--- config.mk ---
export PLATFORM = sky130hd
export DESIGN_NAME = fetch_stage
export DESIGN_NICKNAME = d
export VERILOG_FILES = /design/src/rtl/riscv_pkg.sv /design/src/rtl/fetch_queue.sv /design/src/rtl/fetch_stage.sv
export SDC_FILE = /design/constraint.sdc
export NUM_CORES = 1
export LEC_CHECK = 0
export BUFFER_PORTS_ARGS = -buffer_cell sky130_fd_sc_hd__buf_2
export CAP_MARGIN = 20
export CORE_UTILIZATION = 56
export CTS_CLUSTER_DIAMETER = 60
export CTS_CLUSTER_SIZE = 14
export DETAILED_ROUTE_END_ITERATION = 10
export PLACE_DENSITY = 0.78
export RECOVER_POWER = 50
export REMOVE_ABC_BUFFERS = 1
export SLEW_MARGIN = 20
export SYNTH_ARGS = -nofsm -noshare
export SYNTH_HDL_FRONTEND = slang
export SYNTH_HIERARCHICAL = 1
export SYNTH_SLANG_ARGS = --single-unit
export TNS_END_PERCENT = 30
--- constraint.sdc ---
create_clock -name clk_i -period 7.2 [get_ports clk_i]
set_clock_uncertainty 0.05 [all_clocks]
set_input_delay 1.44 -clock clk_i [delete_from_list [all_inputs] [get_ports clk_i]]
set_output_delay 1.44 -clock clk_i [all_outputs]
set_load 0.02 [all_outputs]
--- src/rtl/riscv_pkg.sv ---
// Shared core types: redirect source select, fetch queue entry layout and default queue depth.
package riscv_pkg;

  typedef enum logic [1:0] {
    PC_JUMP = 2'd0,
    PC_MEPC = 2'd1,
    PC_TRAP = 2'd2
  } pc_sel_t;

  typedef struct packed {
    logic [31:0] pc;
    logic [31:0] instr;
    logic        filled;
  } fetch_entry_t;

  localparam int FETCH_DEPTH_DEFAULT = 4;

endpackage

--- src/rtl/fetch_queue.sv ---
// In-order fetch queue with alloc/fill/read pointers and a discard counter for stale responses.
// FETCH_BYPASS_EN: head may be presented straight from the response data while it fills.
module fetch_queue
  import riscv_pkg::*;
#(
  parameter int DEPTH = FETCH_DEPTH_DEFAULT
) (
  input  logic        clk_i,
  input  logic        rst_i,
  input  logic        clear,
  input  logic        alloc_en,
  input  logic [31:0] alloc_pc,
  input  logic        rvalid,
  input  logic [31:0] rdata,
  input  logic        pop,
  output logic        full,
  output logic        empty,
  output logic        head_valid,
  output logic [31:0] head_pc,
  output logic [31:0] head_instr
);

  localparam int AW = (DEPTH > 1) ? $clog2(DEPTH) : 1;
  localparam int PW = AW + 1;
  localparam int DW = PW + 4;

  fetch_entry_t    entries_reg [DEPTH];
  logic [PW-1:0]   alloc_ptr_reg;
  logic [PW-1:0]   fill_ptr_reg;
  logic [PW-1:0]   read_ptr_reg;
  logic [DW-1:0]   discard_reg;
  logic [DW-1:0]   discard_next;
  logic [PW-1:0]   count;
  logic [PW-1:0]   pending;
  logic            fill_en;
  logic            drop_en;
  logic            head_fill_now;
  fetch_entry_t    head;

  assign count         = alloc_ptr_reg - read_ptr_reg;
  assign pending       = alloc_ptr_reg - fill_ptr_reg;
  assign full          = (count == PW'(DEPTH));
  assign empty         = (count == '0);
  assign drop_en       = rvalid && (discard_reg != '0);
  assign fill_en       = rvalid && (discard_reg == '0) && (pending != '0);
  assign head_fill_now = fill_en && (fill_ptr_reg == read_ptr_reg);
  assign head          = entries_reg[read_ptr_reg[AW-1:0]];
  assign head_pc       = head.pc;

`ifdef FETCH_BYPASS_EN
  assign head_valid = (!empty && head.filled) || head_fill_now;
  assign head_instr = head.filled ? head.instr : rdata;
`else
  assign head_valid = !empty && head.filled && !head_fill_now;
  assign head_instr = head.instr;
`endif

  // Requests still in flight once this cycle's grant and response have been applied.
  always_comb begin
    discard_next = discard_reg + DW'(pending) + DW'(alloc_en);
    if (drop_en || fill_en) begin
      discard_next = discard_next - DW'(1);
    end
  end

  always_ff @(posedge clk_i) begin
    if (rst_i) begin
      alloc_ptr_reg <= '0;
      fill_ptr_reg  <= '0;
      read_ptr_reg  <= '0;
      discard_reg   <= '0;
    end else if (clear) begin
      alloc_ptr_reg <= '0;
      fill_ptr_reg  <= '0;
      read_ptr_reg  <= '0;
      discard_reg   <= discard_next;
    end else begin
      if (alloc_en) alloc_ptr_reg <= alloc_ptr_reg + PW'(1);
      if (fill_en)  fill_ptr_reg  <= fill_ptr_reg + PW'(1);
      if (pop)      read_ptr_reg  <= read_ptr_reg + PW'(1);
      if (drop_en)  discard_reg   <= discard_reg - DW'(1);
    end
  end

  always_ff @(posedge clk_i) begin
    if (rst_i || clear) begin
      for (int i = 0; i < DEPTH; i++) begin
        entries_reg[i].filled <= 1'b0;
      end
    end else begin
      if (alloc_en) begin
        entries_reg[alloc_ptr_reg[AW-1:0]].pc     <= alloc_pc;
        entries_reg[alloc_ptr_reg[AW-1:0]].filled <= 1'b0;
      end
      if (fill_en) begin
        entries_reg[fill_ptr_reg[AW-1:0]].instr  <= rdata;
        entries_reg[fill_ptr_reg[AW-1:0]].filled <= 1'b1;
      end
    end
  end

  // A response with nothing pending and nothing to discard means the memory broke protocol.
  assert property (@(posedge clk_i) disable iff (rst_i)
    !(rvalid && (discard_reg == '0) && (pending == '0)));

endmodule

--- src/rtl/fetch_stage.sv ---
// Instruction fetch stage: PC, redirect/flush handling, memory requests and IF/ID presentation.
// FETCH_BYPASS_EN: present returning instructions combinationally when they fill the queue head.
module fetch_stage
  import riscv_pkg::*;
#(
  parameter logic [31:0] BOOT_ADDR = 32'h0000_0000,
  parameter int          DEPTH     = FETCH_DEPTH_DEFAULT
) (
  input  logic        clk_i,
  input  logic        rst_i,
  input  logic        new_pc_en_i,
  input  pc_sel_t     pc_sel_i,
  input  logic [31:0] jump_target_i,
  input  logic [31:0] mepc_i,
  input  logic [31:0] mtvec_i,
  input  logic        stall_i,
  input  logic        flush_i,
  output logic        imem_req_o,
  output logic [31:0] imem_addr_o,
  input  logic        imem_gnt_i,
  input  logic        imem_rvalid_i,
  input  logic [31:0] imem_rdata_i,
  output logic        instr_valid_o,
  output logic [31:0] instr_o,
  output logic [31:0] instr_pc_o,
  output logic [31:0] if_pc_o
);

  logic [31:0] fetch_pc_reg;
  logic [31:0] fetch_pc_next;
  logic [31:0] redirect_pc;
  logic        full;
  logic        empty;
  logic        head_valid;
  logic [31:0] head_pc;
  logic [31:0] head_instr;
  logic        alloc_en;
  logic        pop;
  logic        clear;
  logic        block;

  always_comb begin
    case (pc_sel_i)
      PC_JUMP: redirect_pc = jump_target_i;
      PC_MEPC: redirect_pc = mepc_i;
      default: redirect_pc = mtvec_i & ~32'h3;
    endcase
  end

  // Redirect and flush cycles neither request nor dispatch; the queue is rebuilt next cycle.
  assign block         = rst_i || new_pc_en_i || flush_i;
  assign clear         = new_pc_en_i || flush_i;
  assign imem_req_o    = !full && !block;
  assign imem_addr_o   = {fetch_pc_reg[31:2], 2'b00};
  assign alloc_en      = imem_req_o && imem_gnt_i;
  assign instr_valid_o = head_valid && !block;
  assign instr_o       = instr_valid_o ? head_instr : 32'h0;
  assign instr_pc_o    = instr_valid_o ? head_pc : 32'h0;
  assign if_pc_o       = empty ? fetch_pc_reg : head_pc;
  assign pop           = instr_valid_o && !stall_i;

  always_comb begin
    fetch_pc_next = fetch_pc_reg;
    if (new_pc_en_i) begin
      fetch_pc_next = redirect_pc;
    end else if (flush_i) begin
      fetch_pc_next = if_pc_o;
    end else if (alloc_en) begin
      fetch_pc_next = fetch_pc_reg + 32'd4;
    end
  end

  always_ff @(posedge clk_i) begin
    if (rst_i) begin
      fetch_pc_reg <= BOOT_ADDR;
    end else begin
      fetch_pc_reg <= fetch_pc_next;
    end
  end

  fetch_queue #(
    .DEPTH(DEPTH)
  ) u_queue (
    .clk_i      (clk_i),
    .rst_i      (rst_i),
    .clear      (clear),
    .alloc_en   (alloc_en),
    .alloc_pc   (fetch_pc_reg),
    .rvalid     (imem_rvalid_i),
    .rdata      (imem_rdata_i),
    .pop        (pop),
    .full       (full),
    .empty      (empty),
    .head_valid (head_valid),
    .head_pc    (head_pc),
    .head_instr (head_instr)
  );

endmodule

After elaboration in Yosys (flattened, before gate mapping):

Memories as Yosys holds them, arrays and structs flattened. A register that Yosys moved wholly into a read port is not among the register bits.
Cells that the tools add are included.

* equal/unequal tests: 3
* mux-type cells: 26
* add/subtract/negate cells: 10
* reductions and logical operators: 30

Operators with widths (count)
* $mux 32: 6
* $mux 65: 2
* $reduce_or 65->1: 2
* $pmux 32 s2: 1
* $add 32x3->32 const B: 1
* $mux 7: 3
* $sub 7x1->7 const B: 2
* $logic_and 1x1->1: 10
* $add 3x1->3 const B: 3
* $mux 1: 8
* $mux 2: 4
* $add 7x1->7: 1
* $add 7x3->7: 1
* $logic_not 7->1: 1
* $reduce_bool 7->1: 1
* $mux 3: 2
* $reduce_bool 3->1: 2
* $sub 3x3->3: 2
* $logic_not 1->1: 5
* $logic_or 1x1->1: 5
* $eq 3x3->1: 1
* $eq 3x3->1 const B: 1
* $logic_not 3->1: 1
* $eq 2x1->1 const B: 1
* other kinds (3): 3

* memories kept: 1
* bits of input ports: 137
* logic and storage cells: 75
* register bits: 48
* output and inout bits: 130
* memory bits (writable): 260

Memories
* u_queue.entries_reg: depth 4, bits a word 65, read ports 1, clocked after Yosys merged registers in 1, wr ports 4, line fetch_queue.sv:27 `fetch_entry_t entries_reg [DEPTH];`

Longest topological paths before layout:

Gate-level depths: netlist (run 1).

* depth in word-level cells: 10
* gate-level depth with buffers: 16
* mapped depth without buffers: 16

Hierarchy:

Netlist (run 1), hierarchy kept.

By module, submodules not included
* fetch_queue: area an instance 10847.9 µm², seq. area each 8127.8 µm², cells an instance 525, times used 1
* fetch_stage: area an instance 4048.9 µm², seq. area each 640.6 µm², cells an instance 551, times used 1

Least setup slack after synthesis (run 1):

OpenSTA, ideal clock, no wires.

* kind: input to register
* start point: in flush_i
* end point: mem u_queue/entries_reg[2][33] in the netlist's numbering (enable)
* path slack: 1.345 ns
* stages on the path: 8
* data required time: 6.679 ns
* library setup time: 0.471 ns
* arrival time: 5.335 ns
* cells stage by stage: buf_2 > nor2_1 > inv_1 > clkbuf_1 > clkbuf_1 > nor2_1 > nand2_1 > nor3b_1

RTL lines
* start: declaration: line fetch_stage.sv:17 `input logic flush_i,`
* end: declaration: line fetch_queue.sv:27

Worst setup path after layout (run 1):

* start point: in new_pc_en_i
* end point: out imem_req_o

* cells in the longest elaborated chain, start to end: 4

RTL lines
* start: declaration: line fetch_stage.sv:11 `input logic new_pc_en_i,`
* $logic_or 1x1->1 (2 in series): line fetch_stage.sv:51 `assign block = rst_i || new_pc_en_i || flush_i;`
* $logic_not 1->1: line fetch_stage.sv:53 `assign imem_req_o = !full && !block;`
* $logic_and 1x1->1: line fetch_stage.sv:53
* end: declaration: line fetch_stage.sv:18 `output logic imem_req_o,`

Every way passes these cells.

==> metrics.json, run 1 <==
{
  "run_status": "complete, but fails checks",
  "violations": "capacitance limit, slew limit",
  "via_count_of_the_first_global_routing_pass": 9476,
  "postCtsSetupBuffers": 0,
  "detailedPlacementHpwl_um": 23400,
  "comb_power_share_pct": 12.7,
  "report.final.slew_viol_count": 39,
  "hold_violations": 0,
  "power_frac_seq_pct": 53.2,
  "critical_path.max_fanout": 38,
  "initial_antenna_violation_count": 3,
  "wl_per_cell_um": 21.9,
  "setup_repair_after_global_routing_missed_its_margin": "false",
  "place_congestion": 0.857,
  "worst_setup_path_end_kind": "output pin",
  "first_iter_violations": 934,
  "required_time_worst_endpoint_ns": 5.71,
  "worstSkewPairLatency_ns": 0.54,
  "max_freq_ghz": 0.170,
  "clk_root_buffer_cell": "sky130_fd_sc_hd__clkbuf_16",
  "yosysSeqAreaShare_pct": 58.9,
  "first_pass_iters": 5,
  "peakVddDrop_mv": 0.184,
  "floorplan.die.height_um": 165,
  "timing_worst_setup_path_type": "in2out",
  "cellLeakagePower_nw": 6.17,
  "post_synth.cell_area_avg_um2": 13.8,
  "cts-hold-fix-buffers": 0,
  "detailroute.wirelength.met2_um": 17400,
  "cts.reportedPaths.clkPinSlew_ns": 0.06,
  "sequential_cell_area_um2": 8780,
  "cts.repair.resized": 0,
  "io_pins": 267,
  "fp.dieArea_um2": 27300,
  "yosys_most_used_dff": "sky130_fd_sc_hd__edfxtp_1",
  "cap_viol_max_count": 1,
  "synth_edf_count": 256,
  "synth_async_sr_flop_share_pct": 0,
  "detail_route.vias_per_cell": 6.08,
  "cts.path.max_buffers": 3,
  "multi_input_comb_area_um2": 5540,
  "wirelength_met1_um": 14600,
  "core_area_um2": 26100,
  "wl_met3_um": 2950,
  "cts_tree": "yes",
  "grt_overflow": 0,
  "core.rowCount": 59,
  "remaining_drc_errors": 0,
  "nets": 1444,
  "finalWorstPathRequiredPeriod_ns": 5.89,
  "most_frequent_standard_cell_in_the_layout_excluding_fill_and_tap_cells": "sky130_fd_sc_hd__edfxtp_1",
  "synth.lib_cells_used.distinct": 76,
  "port_buffers": 262,
  "power.switching_fraction_pct": 25.3,
  "final.period_utilization_pct": 81.8,
  "route.antenna.remaining_nets": 0,
  "maxUsedRoutingLayer": "met5",
  "die_x_um": 165,
  "initial_core_util_pct": 57.2,
  "setup-tns-final_ns": 0,
  "grt_max_degree": 67,
  "track_usage_pct": 26.4,
  "largest_register_ff_count": 260,
  "finalWirelength_um": 36100,
  "area_growth_synth_to_finish_pct": 14.0,
  "most-common-layout-cells": "sky130_fd_sc_hd__edfxtp_1 (256), sky130_fd_sc_hd__buf_2 (200), sky130_fd_sc_hd__clkbuf_1 (86)",
  "total_power_draw_mw": 3.88,
  "p_int_mw": 2.90,
  "holdCritPathClass": "reg2reg",
  "fillCellCount": 1892,
  "netlist_area_um2": 14900,
  "cts_htree_levels": 1,
  "slew_headroom_pct": -35.8,
  "share_clk_of_total_power_pct": 34.1,
  "total_of_flip_flops_plus_latches_after_synthesis": 310,
  "power_density_nw_per_um2": 228,
  "final_report_setup_violation_count": 0,
  "critical_path_arrival_ns": 4.40,
  "number_of_clock_buffers_inserted_by_tritoncts": 27,
  "post_place_worst_slack_ns": 2.09,
  "layout_setup_ws_ns": 1.31,
  "max_slew.worst_pin.slew_ns": 2.04,
  "ys_warn_count": 6,
  "setup_crit_start_kind": "input pin",
  "share_of_cells_above_drive_strength_1_pct": 29.0,
  "post_synth_inst_count": 1076,
  "power_dissipated_by_switching_net_loads_mw": 0.982,
  "grt_first_pass_wirelength_um": 54100,
  "vias": 10000,
  "clock_sink_count": 310
}
[per-stage QoR]
step | hold slack (ns) | std cells | utilization (%) | area (um2)
floorplan | 0.383 | 981 | - | 14400
finish | 0.411 | 1647 | 65.2 | 17000
global route | 0.439 | 1645 | 65.2 | 17000
detailed placement | 0.400 | 1593 | 62.4 | 16300
global placement | 0.397 | 1593 | 62.4 | 16300
CTS | 0.408 | 1642 | 65.4 | 17000
[Yosys cell counts, types with 10 or more instances]
library cell	instances	share of area [%]
sky130_fd_sc_hd__a211oi_1	15	0.76
sky130_fd_sc_hd__a21oi_1	33	1.1
sky130_fd_sc_hd__and2_1	68	2.9
sky130_fd_sc_hd__buf_2	19	0.64
sky130_fd_sc_hd__buf_4	35	1.8
sky130_fd_sc_hd__clkbuf_1	36	0.91
sky130_fd_sc_hd__dfxtp_1	54	7.3
sky130_fd_sc_hd__edfxtp_1	256	52
sky130_fd_sc_hd__ha_1	15	1.3
sky130_fd_sc_hd__inv_1	23	0.58
sky130_fd_sc_hd__mux2_2	44	3.3
sky130_fd_sc_hd__mux2i_1	32	2.2
sky130_fd_sc_hd__mux4_2	65	9.8
sky130_fd_sc_hd__nand2_1	61	1.5
sky130_fd_sc_hd__nand3_1	18	0.60
sky130_fd_sc_hd__nand4_1	10	0.42
sky130_fd_sc_hd__nor2_1	73	1.8
sky130_fd_sc_hd__nor3_1	13	0.44
sky130_fd_sc_hd__o21ai_0	35	1.2
sky130_fd_sc_hd__xnor2_1	20	1.2
sky130_fd_sc_hd__xor2_1	10	0.59
[power by group through the flow]
stage               registers [mW]  clock network [mW]  logic (mW)
floorplan                     2.09                   0       0.311
global placement              2.09                   0       0.485
detailed placement            2.10                   0       0.495
CTS                           2.06                1.34       0.498
global route                  2.07                1.41       0.538
finish                        2.06                1.32       0.493
[path summary, 6_finish.rpt]
| path | start | to | slack [ns] | cells past startpoint |
|---|---|---|---|---|
| min | u_queue/entries_reg[3][0]$_SDFFE_PP1P_ | u_queue/entries_reg[3][0]$_SDFFE_PP1P_ | 0.41 | 2 |
| max reg2reg | u_queue/alloc_ptr_reg[0]$_SDFFE_PP0P_ | u_queue/discard_reg[3]$_SDFFE_PP0P_ | 2.71 | 14 |
| min reg2reg | u_queue/entries_reg[3][0]$_SDFFE_PP1P_ | u_queue/entries_reg[3][0]$_SDFFE_PP1P_ | 0.41 | 2 |
| max | new_pc_en_i | imem_req_o | 1.31 | 8 |
[per-layer routing]
metal  vias to the layer above  GRT usage [%]
li1                       4508              -
met1                      4907           36.6
met2                       508           42.8
met3                        87           3.90
met4                         4           9.26
met5                         -              0
[area by class of cell]
cell class,count,area share (%)
clock inverters,3,0.169
clock buffers,46,4.40
inverters,24,0.530
well taps,335,2.47
multi-input cells,647,32.6
diodes,3,0.0442
repair buffers,279,8.09
flip-flops and latches,310,51.7
[worst max-delay path, cell delays in order]
cell and delay (ns):
sky130_fd_sc_hd__buf_2 0.07, sky130_fd_sc_hd__clkbuf_1 1.45, sky130_fd_sc_hd__nor2_1 0.11, sky130_fd_sc_hd__clkbuf_1 0.43
sky130_fd_sc_hd__inv_1 0.18, sky130_fd_sc_hd__buf_4 0.37, sky130_fd_sc_hd__nor3_1 0.13, sky130_fd_sc_hd__buf_2 0.19
[cells by family after synthesis]
kind of cell | Yosys count | synth area share [%]
adders and majority gates | 18 | 1.66
DFF | 310 | 58.9
buffers and inverters | 120 | 4.12
and+or+nand+nor | 298 | 10.8
muxes | 141 | 15.3
AOI/OAI and AO/OA | 157 | 7.30
other | 1 | 0.0252
xor gates and xnor gates | 31 | 1.93
Note: power is estimated with default switching activity, not from simulation.
==> run 2, diff against run 1 <==
clock period = 5.6 ns   (was 7.2 ns; I/O delays follow)
==> metrics.json, run 2 (synthesis gave the netlist of run 1 again) <==
{
  "clock_sink_count": 310,
  "die_x_um": 165,
  "required_time_worst_endpoint_ns": 4.43,
  "clk_root_buffer_cell": "sky130_fd_sc_hd__clkbuf_16",
  "critical_path.max_fanout": 33,
  "finalNonFillerCells": 1651,
  "floorplan.die.height_um": 165,
  "share_of_cells_above_drive_strength_1_pct": 29.1,
  "worstSkewPairLatency_ns": 0.53,
  "via_count_of_the_first_global_routing_pass": 9571,
  "cts.reportedPaths.clkPinSlew_ns": 0.07,
  "hold_violations": 0,
  "placed_cells": 1600,
  "run_status": "complete, but fails checks",
  "first_iter_violations": 884,
  "nets": 1449,
  "final.hold.worst_slack_ns": 0.413,
  "max_freq_ghz": 0.197,
  "initial_core_util_pct": 57.2,
  "core.rowCount": 59,
  "cts_htree_levels": 1,
  "first_pass_iters": 5,
  "worst_setup_path_end_kind": "output pin",
  "cts-hold-fix-buffers": 0,
  "timing.hold.worst.start": "u_queue/entries_reg[3][0]$_SDFFE_PP1P_",
  "wl_per_cell_um": 22.0,
  "fp.dieArea_um2": 27300,
  "max_slew.worst_pin.slew_ns": 1.66,
  "cap_viol_max_count": 3,
  "initial_antenna_violation_count": 1,
  "timing.rr.start": "u_queue/alloc_ptr_reg[0]$_SDFFE_PP0P_",
  "timing_worst_setup_path_type": "reg2out",
  "finalWorstPathRequiredPeriod_ns": 5.07,
  "vias": 10100,
  "number_of_clock_buffers_inserted_by_tritoncts": 27,
  "critical_path_s_slowest_cell": "sky130_fd_sc_hd__dfxtp_1",
  "worst_hold_path.num_cells": 2,
  "final_report_setup_violation_count": 0,
  "largest_register_ff_count": 260,
  "place_congestion": 0.863,
  "most_frequent_standard_cell_in_the_layout_excluding_fill_and_tap_cells": "sky130_fd_sc_hd__edfxtp_1",
  "hold-path-endpoint": "u_queue/entries_reg[3][0]$_SDFFE_PP1P_",
  "ff2ff_path_depth": 14,
  "path_cells": "inv_1 -> ha_1 -> inv_1 -> fa_1 -> and2b_1 -> a21oi_1 -> buf_4 -> a41oi_1 -> and3_2 -> buf_4 -> and2_1 -> buf_2",
  "route.antenna.remaining_nets": 0,
  "cellLeakagePower_nw": 6.22,
  "remaining_drc_errors": 0,
  "setup_crit_start_kind": "flip-flop",
  "critical_path_arrival_ns": 3.90,
  "postCtsSetupBuffers": 0,
  "port_buffers": 262,
  "area_growth_synth_to_finish_pct": 14.3,
  "holdCritPathClass": "reg2reg",
  "power_density_nw_per_um2": 293,
  "grt_first_pass_wirelength_um": 54000,
  "grt_overflow": 0,
  "worstReg2RegEnd": "u_queue/discard_reg[3]$_SDFFE_PP0P_",
  "report.final.slew_viol_count": 100,
  "detailed_place.area_um2": 16300,
  "violations": "capacitance limit, slew limit",
  "critical_path.max_stage_delay_ns": 0.50,
  "cts.repair.resized": 0,
  "detailedPlacementHpwl_um": 24400,
  "cell_area_after_layout_um2": 17000,
  "detail_route.vias_per_cell": 6.12,
  "io_pins": 267,
  "cts_tree": "yes",
  "peakVddDrop_mv": 0.238,
  "setup.reg_to_reg.worst_slack_ns": 1.07,
  "finalWirelength_um": 36300,
  "setup_repair_after_global_routing_missed_its_margin": "false",
  "track_usage_pct": 26.4,
  "slew_headroom_pct": -10.5,
  "final.period_utilization_pct": 90.6,
  "total_power_draw_mw": 4.99,
  "grt_max_degree": 65,
  "most-common-layout-cells": "sky130_fd_sc_hd__edfxtp_1 (256), sky130_fd_sc_hd__buf_2 (200), sky130_fd_sc_hd__clkbuf_1 (79)",
  "core_area_um2": 26100,
  "cts.path.max_buffers": 3
}
[run 2: changes by cell type in the layout (fill, tap and decap cells not counted), sizes merged]
cell      delta
buf          +8
clkbuf       -5
clkinv       +3
inv          -2
clkinvlp     +1
diode        -1
[run 2: worst max-delay path by stage]
| stage | endpoint | startpoint | cells past startpoint | slack, ns |
|---|---|---|---|---|
| 6_report | instr_o[6] | u_queue/alloc_ptr_reg[0]$_SDFFE_PP0P_ | 12 | 0.53 |
| 5_1_grt | instr_o[13] | u_queue/alloc_ptr_reg[0]$_SDFFE_PP0P_ | 12 | 0.27 |
| 4_1_cts | instr_o[16] | u_queue/alloc_ptr_reg[0]$_SDFFE_PP0P_ | 12 | 0.52 |
| 3_5_place_dp | instr_o[16] | u_queue/alloc_ptr_reg[0]$_SDFFE_PP0P_ | 12 | 1.11 |
| 3_3_place_gp | instr_o[16] | u_queue/alloc_ptr_reg[0]$_SDFFE_PP0P_ | 12 | 1.14 |
| 2_1_floorplan | instr_o[0] | flip-flop | 5 | -0.35 |
[run 2: final cells by class]
| type | count | area (um2) |
|---|---|---|
| multi-input combinational | 647 | 5550 |
| antenna | 2 | 5.00 |
| inverter | 24 | 90.1 |
| clock buffer | 44 | 749 |
| clock inverter | 5 | 35.0 |
| fill | 1924 | 9020 |
| timing repair buffer | 284 | 1410 |
| tap | 335 | 419 |
| sequential | 310 | 8780 |
[run 2: critical path: cells and delay by family, from the launching register on]
family | cells | cell delay [ns]
DFF | 1 | 0.50
and+or+nand+nor | 3 | 0.91
adders and majority gates | 2 | 0.70
AOI/OAI and AO/OA | 2 | 0.29
buffers and inverters | 5 | 0.96
[run 2: per-layer routing]
metal / vias up / global-route usage (%) / wire length (um)
met4: 0 / 9.88 / 1270
met3: 91 / 3.65 / 3250
met1: 4941 / 35.7 / 14200
met5: - / 0 / 0
met2: 547 / 43.5 / 17600
li1: 4527 / - / -
[run 2: through the flow]
stage,worst slack [ns],setup TNS [ns],utilization (%)
after floorplan,-0.350,-23.78,-
after global placement,1.14,0,62.7
after detailed placement,1.11,0,62.7
after CTS,0.516,0,65.7
after global routing,0.274,0,65.4
final,0.526,0,65.4
[run 2: power breakdown]
part | switching, mW | internal [mW]
Clock | 0.784 | 0.916
Sequential | 0.105 | 2.55
Combinational | 0.374 | 0.268
